<file path="src/rtl/regfile_dump_ctrl.sv">
// Register file dump engine: freezes the core, drains, streams every regfile word.
// Optional REGDUMP_CHECKSUM_EN appends an XOR checksum word after the last register.
module regfile_dump_ctrl #(
    parameter int DATAPATH_WIDTH     = 64,
    parameter int REGFILE_ADDR_WIDTH = 5
) (
    input  logic                          clk,
    input  logic                          reset,
    input  logic                          start,
    input  logic                          abort,
    input  logic                          pipe_empty,
    output logic                          freeze_out,
    output logic [REGFILE_ADDR_WIDTH-1:0] rd_addr_out,
    input  logic [DATAPATH_WIDTH-1:0]     rd_data_in,
    output logic [DATAPATH_WIDTH-1:0]     dout_data,
    output logic                          dout_valid,
    output logic                          dout_last,
    input  logic                          dout_ready,
    output logic                          busy,
    output logic                          done
);

    localparam logic [REGFILE_ADDR_WIDTH-1:0] MAX = '1;

`ifdef REGDUMP_CHECKSUM_EN
    typedef enum logic [2:0] {
        S_IDLE, S_DRAIN, S_READ, S_SEND, S_CSUM, S_FIN
    } state_t;
`else
    typedef enum logic [2:0] {
        S_IDLE, S_DRAIN, S_READ, S_SEND, S_FIN
    } state_t;
`endif

    state_t                          r_state;
    state_t                          w_next;
    logic [REGFILE_ADDR_WIDTH-1:0]   r_idx;
    logic [DATAPATH_WIDTH-1:0]       r_data;
    logic                            r_valid;
    logic                            r_last;
    logic                            r_freeze;
    logic                            w_hs;
    logic                            w_abort;
`ifdef REGDUMP_CHECKSUM_EN
    logic [DATAPATH_WIDTH-1:0]       r_csum;
`endif

    assign w_hs        = r_valid && dout_ready;
    assign w_abort     = abort && (r_state != S_IDLE);
    assign rd_addr_out = r_idx;
    assign dout_data   = r_data;
    assign dout_valid  = r_valid;
    assign dout_last   = r_last;
    assign freeze_out  = r_freeze;
    assign busy        = (r_state != S_IDLE);
    assign done        = (r_state == S_FIN) && !abort;

    // State register
    always_ff @(posedge clk or negedge reset) begin
        if (!reset) r_state <= S_IDLE;
        else        r_state <= w_next;
    end

    // Next-state logic; abort overrides every other transition
    always_comb begin
        w_next = r_state;
        if (w_abort) begin
            w_next = S_IDLE;
        end else begin
            unique case (r_state)
                S_IDLE:  if (start) w_next = S_DRAIN;
                S_DRAIN: if (pipe_empty) w_next = S_READ;
                S_READ:  w_next = S_SEND;
                S_SEND: begin
                    if (w_hs) begin
`ifdef REGDUMP_CHECKSUM_EN
                        w_next = (r_idx == MAX) ? S_CSUM : S_READ;
`else
                        w_next = (r_idx == MAX) ? S_FIN : S_READ;
`endif
                    end
                end
`ifdef REGDUMP_CHECKSUM_EN
                S_CSUM:  if (w_hs) w_next = S_FIN;
`endif
                S_FIN:   w_next = S_IDLE;
                default: w_next = S_IDLE;
            endcase
        end
    end

    // Datapath: index walk, output word register, freeze and checksum
    always_ff @(posedge clk or negedge reset) begin
        if (!reset) begin
            r_idx    <= '0;
            r_data   <= '0;
            r_valid  <= 1'b0;
            r_last   <= 1'b0;
            r_freeze <= 1'b0;
`ifdef REGDUMP_CHECKSUM_EN
            r_csum   <= '0;
`endif
        end else if (w_abort) begin
            r_idx    <= '0;
            r_valid  <= 1'b0;
            r_last   <= 1'b0;
            r_freeze <= 1'b0;
        end else begin
            case (r_state)
                S_IDLE: begin
                    if (start) begin
                        r_freeze <= 1'b1;
                        r_idx    <= '0;
`ifdef REGDUMP_CHECKSUM_EN
                        r_csum   <= '0;
`endif
                    end
                end
                S_READ: begin
                    r_data  <= rd_data_in;
                    r_valid <= 1'b1;
`ifdef REGDUMP_CHECKSUM_EN
                    r_last  <= 1'b0;
                    r_csum  <= r_csum ^ rd_data_in;
`else
                    r_last  <= (r_idx == MAX);
`endif
                end
                S_SEND: begin
                    if (w_hs) begin
                        r_valid <= 1'b0;
                        if (r_idx != MAX) begin
                            r_idx <= r_idx + 1'b1;
                        end else begin
`ifdef REGDUMP_CHECKSUM_EN
                            r_data  <= r_csum;
                            r_valid <= 1'b1;
                            r_last  <= 1'b1;
`endif
                        end
                    end
                end
`ifdef REGDUMP_CHECKSUM_EN
                S_CSUM: begin
                    if (w_hs) r_valid <= 1'b0;
                end
`endif
                S_FIN: begin
                    r_freeze <= 1'b0;
                    r_idx    <= '0;
                end
                default: ;
            endcase
        end
    end

endmodule
</file>
<file path="config.mk">
export PLATFORM = sky130hd
export DESIGN_NAME = regfile_dump_ctrl
export DESIGN_NICKNAME = d
export VERILOG_FILES = /design/src/rtl/regfile_dump_ctrl.sv
export SDC_FILE = /design/constraint.sdc
export NUM_CORES = 1
export LEC_CHECK = 0
export CAP_MARGIN = 10
export CORE_ASPECT_RATIO = 1.2
export CORE_MARGIN = 2
export CORE_UTILIZATION = 44
export DETAILED_ROUTE_END_ITERATION = 10
export GPL_TIMING_DRIVEN = 0
export HOLD_SLACK_MARGIN = 0.06
export PLACE_DENSITY = 0.95
export SLEW_MARGIN = 10
export SYNTH_ARGS = -nofsm -noshare
export SYNTH_HDL_FRONTEND = slang
export SYNTH_SLANG_ARGS = --single-unit
</file>
<file path="constraint.sdc">
create_clock -name clk -period 4.2 [get_ports clk]
set_input_delay 0.84 -clock clk [delete_from_list [all_inputs] [get_ports clk]]
set_output_delay 0.84 -clock clk [all_outputs]
set_load 0.005 [all_outputs]
</file>
Word-level counts from Yosys, hierarchy flattened --
Cells that the tools add are included.
Word-level totals: register bits after elaboration 75, latch bits 0, bits in writable memories 0, ROM bits 0, input bits 70, output and inout bits 74, logic and storage cells 52, memories 0
Cells by class: add/subtract/negate cells 1, multiply operators 0, div/mod/pow operators 0, order comparisons 0, equality and inequality tests 10, shift operators 0, muxes and demuxes 19, bitwise logic cells 1, reductions and logical operators 15
Operator list (number):
- $mux W5 | 4
- $mux W3 | 5
- $pmux W5 S3 | 1
- $ne A3 B3 Y1 const B | 4
- $pmux W3 S4 | 1
- $reduce_bool A3 Y1 | 3
- $eq A3 B2 Y1 const B | 2
- $mux W1 | 6
- $reduce_and A2 Y1 | 3
- $add A5 B1 Y5 const B | 1
- $eq A5 B5 Y1 const B | 1
- $ne A5 B5 Y1 const B | 1
- $pmux W1 S2 | 2
- $reduce_and A4 Y1 | 1
- $reduce_bool A4 Y1 | 1
- $eq A3 B1 Y1 const B | 1
- $eq A3 B3 Y1 const B | 1
- $logic_and A1 B1 Y1 | 3
- $logic_not A3 Y1 | 1
- $reduce_and A3 Y1 | 1
- $reduce_bool A2 Y1 | 1
- $logic_not A1 Y1 | 1
- $not A1 Y1 | 1

Longest topological paths before layout --
Gate-level depths: netlist of run 1.
depth in word-level cells 5, depth in mapped cells 7, depth with buffers taken out 7

Worst setup path before layout of run 1 --
No wires, ideal clock.
kind in2out, start point in abort, end point out done, arrival time 1.308 ns, required time 3.360 ns, path slack 2.052 ns, cell stages on the path 2, path buffers 1, cell sequence clkbuf_1 nor4b_1
On the way: longest elaborated chain between the ends 2
Ends and longest elaborated chain:
- start: declaration | line 10 | input logic abort,
- $logic_not A1 Y1 | line 56 | assign done = (r_state == S_FIN) && !abort;
- $logic_and A1 B1 Y1 | line 56
- end: declaration | line 20 | output logic done
Every way passes these cells.

Worst setup path after layout of run 1 --
Ends and elaborated chain as after synthesis.

==> metrics.log, run 1 <==
[metrics] result of the run: complete, no violations
[metrics] PnR Total Power: 0.00316 W
[metrics] endpoint of the lowest-slack register-to-register path: rd_addr_out[0]$_DFFE_PN0P_
[metrics] switching share of power: around 28%
[metrics] final cell count without fillers: roughly 450
[metrics] number of global-route vias before repair: between 2k and 2.5k
[metrics] Leakage Power: just over 2 nW
[metrics] Post-synth EDFFs: 0
[metrics] required time of the critical path: between 3 and 4 ns
[metrics] crit path max fanout: 10
[metrics] vias: ~2.3k
[metrics] timing-limited maximum frequency: 0.297 GHz
[metrics] clock-pin slew on the worst setup and hold paths: roughly 0.080 ns
[metrics] area overhead of the layout relative to synthesis: 56.1%
[metrics] post-detailed-route count of antenna-violating nets: 0
[metrics] Crit. End Element: output pin
[metrics] area of all sequential standard cells: ~0.0019 mm2
[metrics] most frequent cells after synthesis: dfrtp_1, mux2_2, buf_6
[metrics] number of cells after detailed placement: approximately 440
[metrics] number of nets at the end of the flow: 432
[metrics] Post-Place Worst Slack: between 0.8 and 0.9 ns
[metrics] final-report hold violation count: 0
[metrics] final-layout worst hold slack: roughly 0.46 ns
[metrics] count of hold-fix buffers inserted at cts: 0
[metrics] wire length reported by the detailed router: approximately 7500 um
[metrics] initial core utilization: 45.3%
[metrics] per-cell via count in the routed design: 5.01
[metrics] wire length of the first global-routing pass: ~12000 um
[metrics] combined area of the multi-input logic cells: 0.00111 mm2
[metrics] Internal Dissipation: ~0.0023 W
[metrics] final worst path period need: approximately 3.4 ns
[metrics] synthesized flop and latch total: 75
[metrics] slew at the pin closest to its max-slew limit: about 0.46 ns
[metrics] antenna violations before repair: 0
[metrics] Ys Warns: 0
[metrics] launch point of the worst reg-to-reg path: rd_addr_out[0]$_DFFE_PN0P_
[metrics] sum of overflow across all layers after global routing: 0
[metrics] number of placement rows: 33
[metrics] share of flip-flops with an asynchronous set or reset after synthesis: 100%
[metrics] filler instances: 494
[metrics] routed length per instance: about 17 um
[metrics] Top-Level Pins: 144
[metrics] worst-case register-to-register setup slack: slightly above 2 ns
[metrics] height of the die: about 96 um
[metrics] Die Outline Area: 0.00775 mm2
[metrics] Mapped Area: slightly above 0.003 mm2
[metrics] top post-synthesis cells by area: dfrtp_1, mux2_2, buf_6
[metrics] worst clock skew: between 0.007 and 0.008 ns
[metrics] area of the core region: roughly 0.0069 mm2
[metrics] post-synthesis cell type count: 38
[metrics] final setup violating endpoints: 0
[metrics] critical path startpoint category: input port
[metrics] gp weighted congestion: between 0.7 and 0.8
[metrics] category of the critical setup timing path: input port to output pin
[metrics] min-delay worst type: input port to asynchronous set/reset pin
[metrics] quantity of I/O buffers inserted on ports: ~140
[metrics] power dissipated by switching net loads: ~0.00087 W
[metrics] maximum number of pins on one net before global-route repair: 41
[metrics] die span in x: slightly above 80 um
[metrics] first-pass iteration count of the detailed router: 4
[metrics] fraction of power consumed by the clock network: ~16%
[metrics] Max Cap Viol: 0
[metrics] core occupancy in the finished layout: a little over two thirds
[metrics] fraction of power consumed by sequential logic: approximately two fifths
[metrics] antenna diode count: 0
[metrics] proportion of netlist area held by the largest area contributor: approximately three fifths
[metrics] Data arrival, critical path: between 2 and 3 ns
[metrics] global routing usage summed across all routing layers: ~20%
[metrics] logic gate share of total power: a little over two fifths
[metrics] depth of the CTS H-tree: 3
[metrics] clock sink count: between 70 and 80
[metrics] Clk Latency, worst-skew pair: 0.33 ns
[metrics] ratio of cells with drive above 1 in the final layout: between 20% and 30%
[metrics] proportion of synthesized chip area in sequential cells: between 60 and 70%
[metrics] clock root cell: clkbuf_8
[metrics] Final HPWL DP: just under 6000 um
[metrics] total count of max-transition violations in the final report: 0
[metrics] Net Count, Synth: 277
[metrics] crit path setup slack, layout: approximately 0.84 ns
[metrics] count of routing violations after the opening detailed-route iteration: between 50 and 60
[metrics] CTS tree: built
[metrics] Rel. slew slack: 68.9%
[metrics] largest area contributor in the netlist: dfrtp_1
[metrics] peak ir drop on the vdd network: ~0.38 mV
[metrics] cell depth of the worst flop-to-flop path: 7
[metrics] unrepaired setup endpoints after global routing: false
[metrics] number of buffers added for setup after CTS: 0
[metrics] number of CTS-inserted buffers: 9
[metrics] power density over the cells: 652 mW/mm2
[metrics] number of instances in the synthesized netlist: between 200 and 250
[metrics] most frequently used flop master after synthesis: dfrtp_1
[metrics] share of the clock period used by the worst path after layout: 80.1%
[metrics] Resized cells post-CTS: 0
[metrics] average instance area after synthesis: about 15 um2
[metrics] leading cell type by number of instances after synthesis: dfrtp_1
[metrics] drt drc: 0
[metrics] maximum clock insertion buffer count: 2
## cells in the final DEF (no fill, tap or decap), types with 2 or more instances in the layout
| master | count |
|---|---|
| o21ai_0 | 5 |
| a31oi_1 | 2 |
| clkdlybuf4s50_1 | 142 |
| o21a_1 | 3 |
| ha_1 | 2 |
| clkinv_2 | 2 |
| clkinvlp_4 | 2 |
| nand3b_1 | 2 |
| inv_1 | 4 |
| buf_4 | 2 |
| dfrtp_1 | 75 |
| clkbuf_1 | 2 |
| mux2_2 | 64 |
| o41ai_1 | 2 |
| buf_2 | 2 |
| clkbuf_8 | 9 |
| buf_6 | 7 |
| and3_1 | 4 |
| nand2_1 | 4 |
| nor2_1 | 4 |
| mux2i_1 | 2 |
## routing by layer
metal	up-vias	routed length [um]	global-route usage, %
met3	11	338	3.94
met1	1139	2780	22.1
met2	68	4270	36.3
met4	0	126	8.05
li1	1041	-	-
met5	-	0	0
## area by class of cell
cell class	instances	area share, %
clock inverters	5	1.14
flip-flops and latches	75	38.7
clock buffers	10	2.63
inverters	4	0.310
well taps	87	2.25
repair buffers	144	29.9
plain buffers	11	2.07
multi-input cells	115	23.0
## power groups by stage
stage,Combinational (W),Sequential (W),Clock (W)
2_1_floorplan,0.000514,0.00127,0
3_3_place_gp,0.00136,0.00123,0
6_report,0.00139,0.00125,0.000520
3_5_place_dp,0.00141,0.00126,0
5_1_grt,0.00148,0.00129,0.000565
4_1_cts,0.00141,0.00125,0.000535
## stage by stage
stage               setup TNS (ns)  area [um2]
global route                     0        4840
global placement            -23.00        4640
finish                           0        4840
detailed placement               0        4660
CTS                              0        4840
floorplan                        0        3100
## cell families after synthesis
| family | after synthesis | synth area share (%) |
|---|---|---|
| flip-flops | 75 | 60.5 |
| AO/OA/AOI/OAI | 20 | 4.72 |
| AND/OR/NAND/NOR | 26 | 5.96 |
| adder cells (fa/ha/maj) | 2 | 0.806 |
| multiplexers | 67 | 24.3 |
| buffers and inverters | 15 | 3.71 |
## registers in the layout, summed over array words and instances (netlist names)
name and count:
freeze_out 1, dout_last 1, dout_data 64, dout_valid 1, rd_addr_out 5, r_state 3
## critical path, stage by stage
cell and delay (ns):
clkdlybuf4s50_1 0.50, clkbuf_1 0.25, nor4b_1 0.35, clkdlybuf4s50_1 0.57
## worst max-delay path by stage
| stage | start | end | slack, ns | depth (start not counted) |
|---|---|---|---|---|
| final | abort | done | 0.84 | 4 |
| after global placement | reset | dout_data[43]$_DFFE_PN0P_ | -0.31 | 1 |
| after global routing | abort | done | 0.76 | 4 |
| after detailed placement | abort | done | 0.84 | 4 |
| after CTS | abort | done | 0.83 | 4 |
| after floorplan | abort | done | 2.05 | 2 |
Note: power is estimated with default switching activity, not from simulation.
==> run 2: changes to the inputs <==
CORE_UTILIZATION = 41   (was 44)
PLACE_DENSITY = 0.91   (was 0.95)
clock period = 3.1 ns   (was 4.2 ns; I/O delays follow)
==> run 2 against run 1 <==
Net effect:
- combinational power is 34% higher
- die area is 7.0% higher
- power rose by 40%
- clock-buffer cell count grew 1
- hold slack lost 0.21 ns
- utilization fell by 3.6 points
- global-route usage is 2.1 points lower
- sequential power rose by 34%
- sequential share of layout area is 0.49 points lower
- clock power grew 72%
- highest routed layer unchanged
- design area up 1.3%
- routed wire length down 6.8%
- largest cell class unchanged
==> metrics.log, run 2 (synthesis gave the netlist of run 1 again) <==
[metrics] slew at the pin closest to its max-slew limit: 0.471 ns (+0.00756 ns)
[metrics] gp weighted congestion: 0.807 (+2.5%)
[metrics] result of the run: complete, no violations
[metrics] maximum number of pins on one net before global-route repair: 41 (unchanged)
[metrics] number of placement rows: 34 (+3.0%)
[metrics] area of the core region: 0.00732 mm2 (+6.8%)
[metrics] vias: 2233 (-1.2%)
[metrics] share of the clock period used by the worst path after layout: between 80% and 90%
[metrics] Max Cap Viol: 0 (unchanged)
[metrics] Internal Dissipation: 0.00329 W (+44%)
[metrics] CTS tree: built
[metrics] routed length per instance: 15.4 um (-7.6%)
[metrics] die span in x: 83.4 um (+3.4%)
[metrics] count of routing violations after the opening detailed-route iteration: 51 (-11%)
[metrics] final cell count without fillers: 455 (+0.89%)
[metrics] number of cells after detailed placement: 439 (+0.69%)
[metrics] final-layout worst hold slack: 0.245 ns (-0.210 ns)
[metrics] switching share of power: 25.7% (-1.9 points)
[metrics] timing-limited maximum frequency: around 0.36 GHz
[metrics] antenna violations before repair: 0 (unchanged)
[metrics] Die Outline Area: 0.00829 mm2 (+7.0%)
[metrics] number of buffers added for setup after CTS: 0 (unchanged)
[metrics] Data arrival, critical path: 2.16 ns (-0.36 ns)
[metrics] first-pass iteration count of the detailed router: 3 (-1)
[metrics] min-delay worst type: input port to asynchronous set/reset pin
[metrics] per-cell via count in the routed design: 4.91 (-2.0%)
[metrics] maximum clock insertion buffer count: 2 (unchanged)
[metrics] ratio of cells with drive above 1 in the final layout: 27.1% (+0.20 points)
[metrics] height of the die: 99.3 um (+3.4%)
[metrics] area overhead of the layout relative to synthesis: 58.1%
[metrics] count of hold-fix buffers inserted at cts: 0 (unchanged)
[metrics] sum of overflow across all layers after global routing: 0 (unchanged)
[metrics] global routing usage summed across all routing layers: 17.6% (-2.1 points)
[metrics] Resized cells post-CTS: 0 (unchanged)
[metrics] clock sink count: 75 (unchanged)
[metrics] Final HPWL DP: 5410 um (-6.7%)
[metrics] crit path max fanout: 10 (unchanged)
[metrics] total count of max-transition violations in the final report: 0 (unchanged)
[metrics] depth of the CTS H-tree: 3 (unchanged)
[metrics] leading cell types in the layout, fill and taps excluded: clkdlybuf4s50_1, dfrtp_1, mux2_2
[metrics] Clk Latency, worst-skew pair: 0.33 ns (about the same)
[metrics] critical path startpoint category: input port
[metrics] drt drc: 0 (unchanged)
[metrics] quantity of I/O buffers inserted on ports: 143 (unchanged)
[metrics] antenna diode count: 0 (unchanged)
[metrics] logic gate share of total power: 42.0% (-2.0 points)
[metrics] post-detailed-route count of antenna-violating nets: 0 (unchanged)
[metrics] initial core utilization: 42.4% (-2.9 points)
[metrics] wire length of the first global-routing pass: 11700 um (+1.1%)
[metrics] worst clock skew: 0.00748 ns (-0.000205 ns)
[metrics] unrepaired setup endpoints after global routing: false
[metrics] most common library cell in the layout ignoring fill and taps: clkdlybuf4s50_1
[metrics] clock root cell: clkbuf_8
[metrics] Leakage Power: 2.07 nW (+1.7%)
[metrics] peak ir drop on the vdd network: 0.465 mV (+21%)
[metrics] number of CTS-inserted buffers: 9 (unchanged)
[metrics] number of nets at the end of the flow: 432 (unchanged)
[metrics] final-report hold violation count: 0 (unchanged)
[metrics] clock-pin slew on the worst setup and hold paths: 0.07 ns (about the same)
[metrics] required time of the critical path: 2.48 ns (-0.88 ns)
[metrics] wire length reported by the detailed router: 7010 um (-6.8%)
[metrics] fraction of power consumed by the clock network: 20.1% (+3.7 points)
[metrics] Top-Level Pins: 144 (unchanged)
[metrics] category of the critical setup timing path: input port to output pin
[metrics] fraction of power consumed by sequential logic: 37.9% (-1.6 points)
[metrics] power density over the cells: 902 mW/mm2 (+38%)
[metrics] final setup violating endpoints: 0 (unchanged)
[metrics] Crit. End Element: output pin
[metrics] Largest register FFs: 64 (unchanged)
[metrics] number of global-route vias before repair: 2450 (+0.49%)
[metrics] power dissipated by switching net loads: 0.00114 W (+31%)
[metrics] final worst path period need: 2.78 ns
[metrics] Rel. slew slack: 68.6% (-0.27 points)
run 2: stage by stage:
stage	setup WS (ns)	instance area [um2]	power (W)	setup TNS [ns]	utilization [%]
6_report	0.323	4910	0.00443	0	67.1
5_1_grt	0.217	4910	0.00470	0	67.1
3_5_place_dp	0.295	4670	0.00359	0	63.8
2_1_floorplan	1.17	3100	0.00241	0	-
3_3_place_gp	-1.20	4650	0.00351	-89.40	63.5
4_1_cts	0.294	4910	0.00450	0	67.1
run 2: worst max-delay path, stage by stage:
cell and delay [ns]:
clkdlybuf4s50_1 0.49, clkbuf_1 0.23, nor4b_1 0.26, clkdlybuf4s50_1 0.54
run 2: power groups by stage:
| stage | Combinational (W) | Clock [W] | Sequential, W |
|---|---|---|---|
| finish | 0.00186 | 0.000892 | 0.00168 |
| global route | 0.00199 | 0.000957 | 0.00175 |
| CTS | 0.00189 | 0.000923 | 0.00168 |
| detailed placement | 0.00189 | 0 | 0.00170 |
| global placement | 0.00184 | 0 | 0.00167 |
| floorplan | 0.000696 | 0 | 0.00172 |
run 2: metal layers:
| metal | share of wire, % | track usage, % | vias up |
|---|---|---|---|
| li1 | - | - | 1040 |
| met1 | 39 | 20.3 | 1099 |
| met2 | 52 | 30.8 | 85 |
| met3 | 7.9 | 5.48 | 9 |
| met4 | 1.3 | 6.82 | 0 |
| met5 | 0 | 0 | - |
run 2: worst paths after layout:
kind	startpoint	to	slack (ns)	cells past startpoint
max	abort	done	0.32	4
max in group asynchronous	reset	dout_data[14]$_DFFE_PN0P_	2.29	2
min reg2reg	dout_data[60]$_DFFE_PN0P_	dout_data[60]$_DFFE_PN0P_	0.51	1
min in group clk	dout_data[60]$_DFFE_PN0P_	dout_data[60]$_DFFE_PN0P_	0.51	1
max reg2reg	rd_addr_out[0]$_DFFE_PN0P_	rd_addr_out[0]$_DFFE_PN0P_	0.91	7
min	reset	dout_data[47]$_DFFE_PN0P_	0.25	1
run 2: layout make-up:
type / instances / area [um2]
Fill cell: 553 / 2410
Sequential cell: 75 / 1880
Timing Repair Buffer: 144 / 1450
Multi-Input combinational cell: 115 / 1110
Clock buffer: 11 / 141
Tap cell: 90 / 113
Clock inverter: 5 / 100
Buffer: 11 / 100
Inverter: 4 / 15.0
==> run 3: changes to the inputs <==
CELL_PAD_IN_SITES_DETAIL_PLACEMENT = 1   (was not set)
CELL_PAD_IN_SITES_GLOBAL_PLACEMENT = 1   (was not set)
CORE_UTILIZATION = 34   (was 41)
PLACE_DENSITY = 0.95   (was 0.91)
clock period = 3.25 ns   (was 3.1 ns; I/O delays follow)
==> run 3 against run 2 <==
Net effect:
- critical path depth unchanged
- via count up 3.6%
- worst setup slack better by 0.0046 ns
- sequential share of layout area down 0.60 points
- clock skew up 0.0054 ns
- combinational power down 3%
- die area up 20%
- routed wire length up 21%
- largest power group unchanged
- largest cell class unchanged
- non-clock buffer count unchanged
- final cell count up 6.6%
- register-to-register slack better by 0.20 ns
==> metrics.log, run 3 (synthesis gave the netlist of run 1 again) <==
[metrics] final setup violating endpoints: 0 (unchanged)
[metrics] peak ir drop on the vdd network: 0.431 mV (-7.2%)
[metrics] Clk Latency, worst-skew pair: 0.35 ns (+0.02 ns)
[metrics] first-pass iteration count of the detailed router: 4 (+1)
[metrics] launch point of the worst reg-to-reg path: rd_addr_out[0]$_DFFE_PN0P_
[metrics] Final HPWL DP: 6560 um (+21%)
[metrics] filler instances: 919 (+66%)
[metrics] slew at the pin closest to its max-slew limit: 0.442 ns (-0.0286 ns)
[metrics] critical path startpoint category: input port
[metrics] crit-path most repeated cell: clkdlybuf4s50_1
[metrics] post-detailed-route count of antenna-violating nets: 0 (unchanged)
[metrics] ordered list of cells on the worst path: clkdlybuf4s50_1, clkbuf_1, nor4b_1, clkdlybuf4s50_1
[metrics] maximum number of pins on one net before global-route repair: 46 (+12%)
[metrics] initial core utilization: 34.7% (-7.7 points)
[metrics] Crit. End Element: output pin
[metrics] critical path startpoint: abort
[metrics] Leakage Power: 2.08 nW (+0.81%)
[metrics] drt drc: 0 (unchanged)
[metrics] kind of cell adding the most delay to the critical path: buffers and inverters
[metrics] wire length of the first global-routing pass: 13700 um (+17%)
[metrics] result of the run: complete, no violations
[metrics] Rel. slew slack: 70.3% (+1.7 points)
[metrics] cell type of the slowest stage on the worst timing path: clkdlybuf4s50_1
[metrics] global routing usage on met3: 4.70% (-0.78 points)
[metrics] setup total negative slack: 0 ns (unchanged)
[metrics] number of buffers added for setup after CTS: 0 (unchanged)
[metrics] maximum clock insertion buffer count: 2 (unchanged)
[metrics] worst clock skew: 0.0129 ns (+0.00544 ns)
[metrics] CTS tree: built
[metrics] share of the clock period used by the worst path after layout: 89.9%
[metrics] Resized cells post-CTS: 0 (unchanged)
[metrics] critical path buffer and inverter count: 3 (unchanged)
[metrics] area of the core region: 0.00894 mm2 (+22%)
[metrics] number of global-route vias before repair: 2701 (+10%)
[metrics] number of nets at the end of the flow: 432 (unchanged)
[metrics] Data arrival, critical path: 2.27 ns (+0.11 ns)
[metrics] number of CTS-inserted buffers: 9 (unchanged)
[metrics] count of hold-fix buffers inserted at cts: 0 (unchanged)
[metrics] area of all sequential standard cells: 0.00188 mm2 (unchanged)
[metrics] gp weighted congestion: 0.819 (+1.5%)
[metrics] ratio of cells with drive above 1 in the final layout: 27.1% (unchanged)
[metrics] vias: 2314 (+3.6%)
[metrics] Largest register FFs: 64 (unchanged)
[metrics] most common library cell in the layout ignoring fill and taps: clkdlybuf4s50_1
[metrics] Top-Level Pins: 144 (unchanged)
[metrics] final-report hold violation count: 0 (unchanged)
[metrics] power density over the cells: 881 mW/mm2 (-2.4%)
[metrics] met2 Use GR: 33.6% (+2.8 points)
[metrics] clock root cell: clkbuf_8
[metrics] GRT Max-Usage Layer: met2
[metrics] category of the critical setup timing path: input port to output pin
[metrics] number of placement rows: 38 (+12%)
[metrics] count of routing violations after the opening detailed-route iteration: 54 (+5.9%)
[metrics] combined area of the multi-input logic cells: 0.00111 mm2 (unchanged)
[metrics] unrepaired setup endpoints after global routing: false
[metrics] PnR Total Power: 0.00439 W (-0.80%)
[metrics] met1 demand-to-capacity share in global routing: 18.1% (-2.1 points)
[metrics] height of the die: 109 um (+9.4%)
[metrics] antenna diode count: 0 (unchanged)
[metrics] routed length per instance: 17.5 um (+14%)
[metrics] per-cell via count in the routed design: 4.77 (-2.8%)
[metrics] global routing usage summed across all routing layers: 17.9% (+0.25 points)
[metrics] required time of the critical path: 2.60 ns (+0.12 ns)
[metrics] quantity of I/O buffers inserted on ports: 143 (unchanged)
[metrics] depth of the CTS H-tree: 3 (unchanged)
[metrics] clock-pin slew on the worst setup and hold paths: 0.08 ns (about the same)
[metrics] min-delay worst type: input port to asynchronous set/reset pin
[metrics] Max Cap Viol: 0 (unchanged)
[metrics] area overhead of the layout relative to synthesis: 60.6%
[metrics] wire length reported by the detailed router: 8500 um (+21%)
[metrics] die span in x: 91.2 um (+9.3%)
[metrics] crit path max fanout: 10 (unchanged)
[metrics] total count of max-transition violations in the final report: 0 (unchanged)
[metrics] clock sink count: 75 (unchanged)
[metrics] max incr delay on CP: 0.55 ns (about the same)
[metrics] final worst path period need: around 3 ns
[metrics] sum of overflow across all layers after global routing: 0 (unchanged)
[metrics] antenna violations before repair: 0 (unchanged)
[metrics] timing-limited maximum frequency: around 0.34 GHz
[metrics] Die Outline Area: 0.00991 mm2 (+20%)
[metrics] leading cell types in the layout, fill and taps excluded: clkdlybuf4s50_1, dfrtp_1, mux2_2
run 3: final timing paths:
kind	to	slack [ns]	cells past startpoint
worst min register to register	dout_data[62]$_DFFE_PN0P_	0.51	1
max in group asynchronous	dout_data[47]$_DFFE_PN0P_	2.44	2
worst max register to register	rd_addr_out[0]$_DFFE_PN0P_	1.11	7
min in group clk	dout_data[62]$_DFFE_PN0P_	0.51	1
worst max-delay path	done	0.33	4
worst min-delay path	dout_data[58]$_DFFE_PN0P_	0.24	1
run 3: final cells by class:
class                      instances  share of cell area (%)
multi-input combinational        115                    22.3
clock buffer                      12                    3.11
sequential                        75                    37.6
buffer                            11                    2.01
tap                              120                    3.01
clock inverter                     4                    2.41
timing repair buffer             144                    29.2
inverter                           4                   0.301
run 3: routing by layer:
layer | wire length (um) | part of all wire, %
met1 | 2940 | 35
met4 | 285 | 3.4
met5 | 0 | 0
met2 | 4910 | 58
met3 | 368 | 4.3
run 3: metrics by stage:
stage	cells	instance area (um2)	util, %	worst slack [ns]	hold slack [ns]
after floorplan	205	3100	-	1.32	0.354
after global placement	468	4690	52.4	-1.07	0.489
after detailed placement	469	4710	52.7	0.329	0.496
after CTS	485	4990	55.8	0.314	0.233
after global routing	485	4990	55.8	0.197	0.234
final	485	4990	55.8	0.327	0.240
run 3: where the power goes:
part / total [W] / switching (W) / internal [W]
clock network: 0.000973 / 0.000342 / 0.000631
registers: 0.00161 / 0.000243 / 0.00136
logic: 0.00181 / 0.000562 / 0.00125
total: 0.00439 / 0.00115 / 0.00324
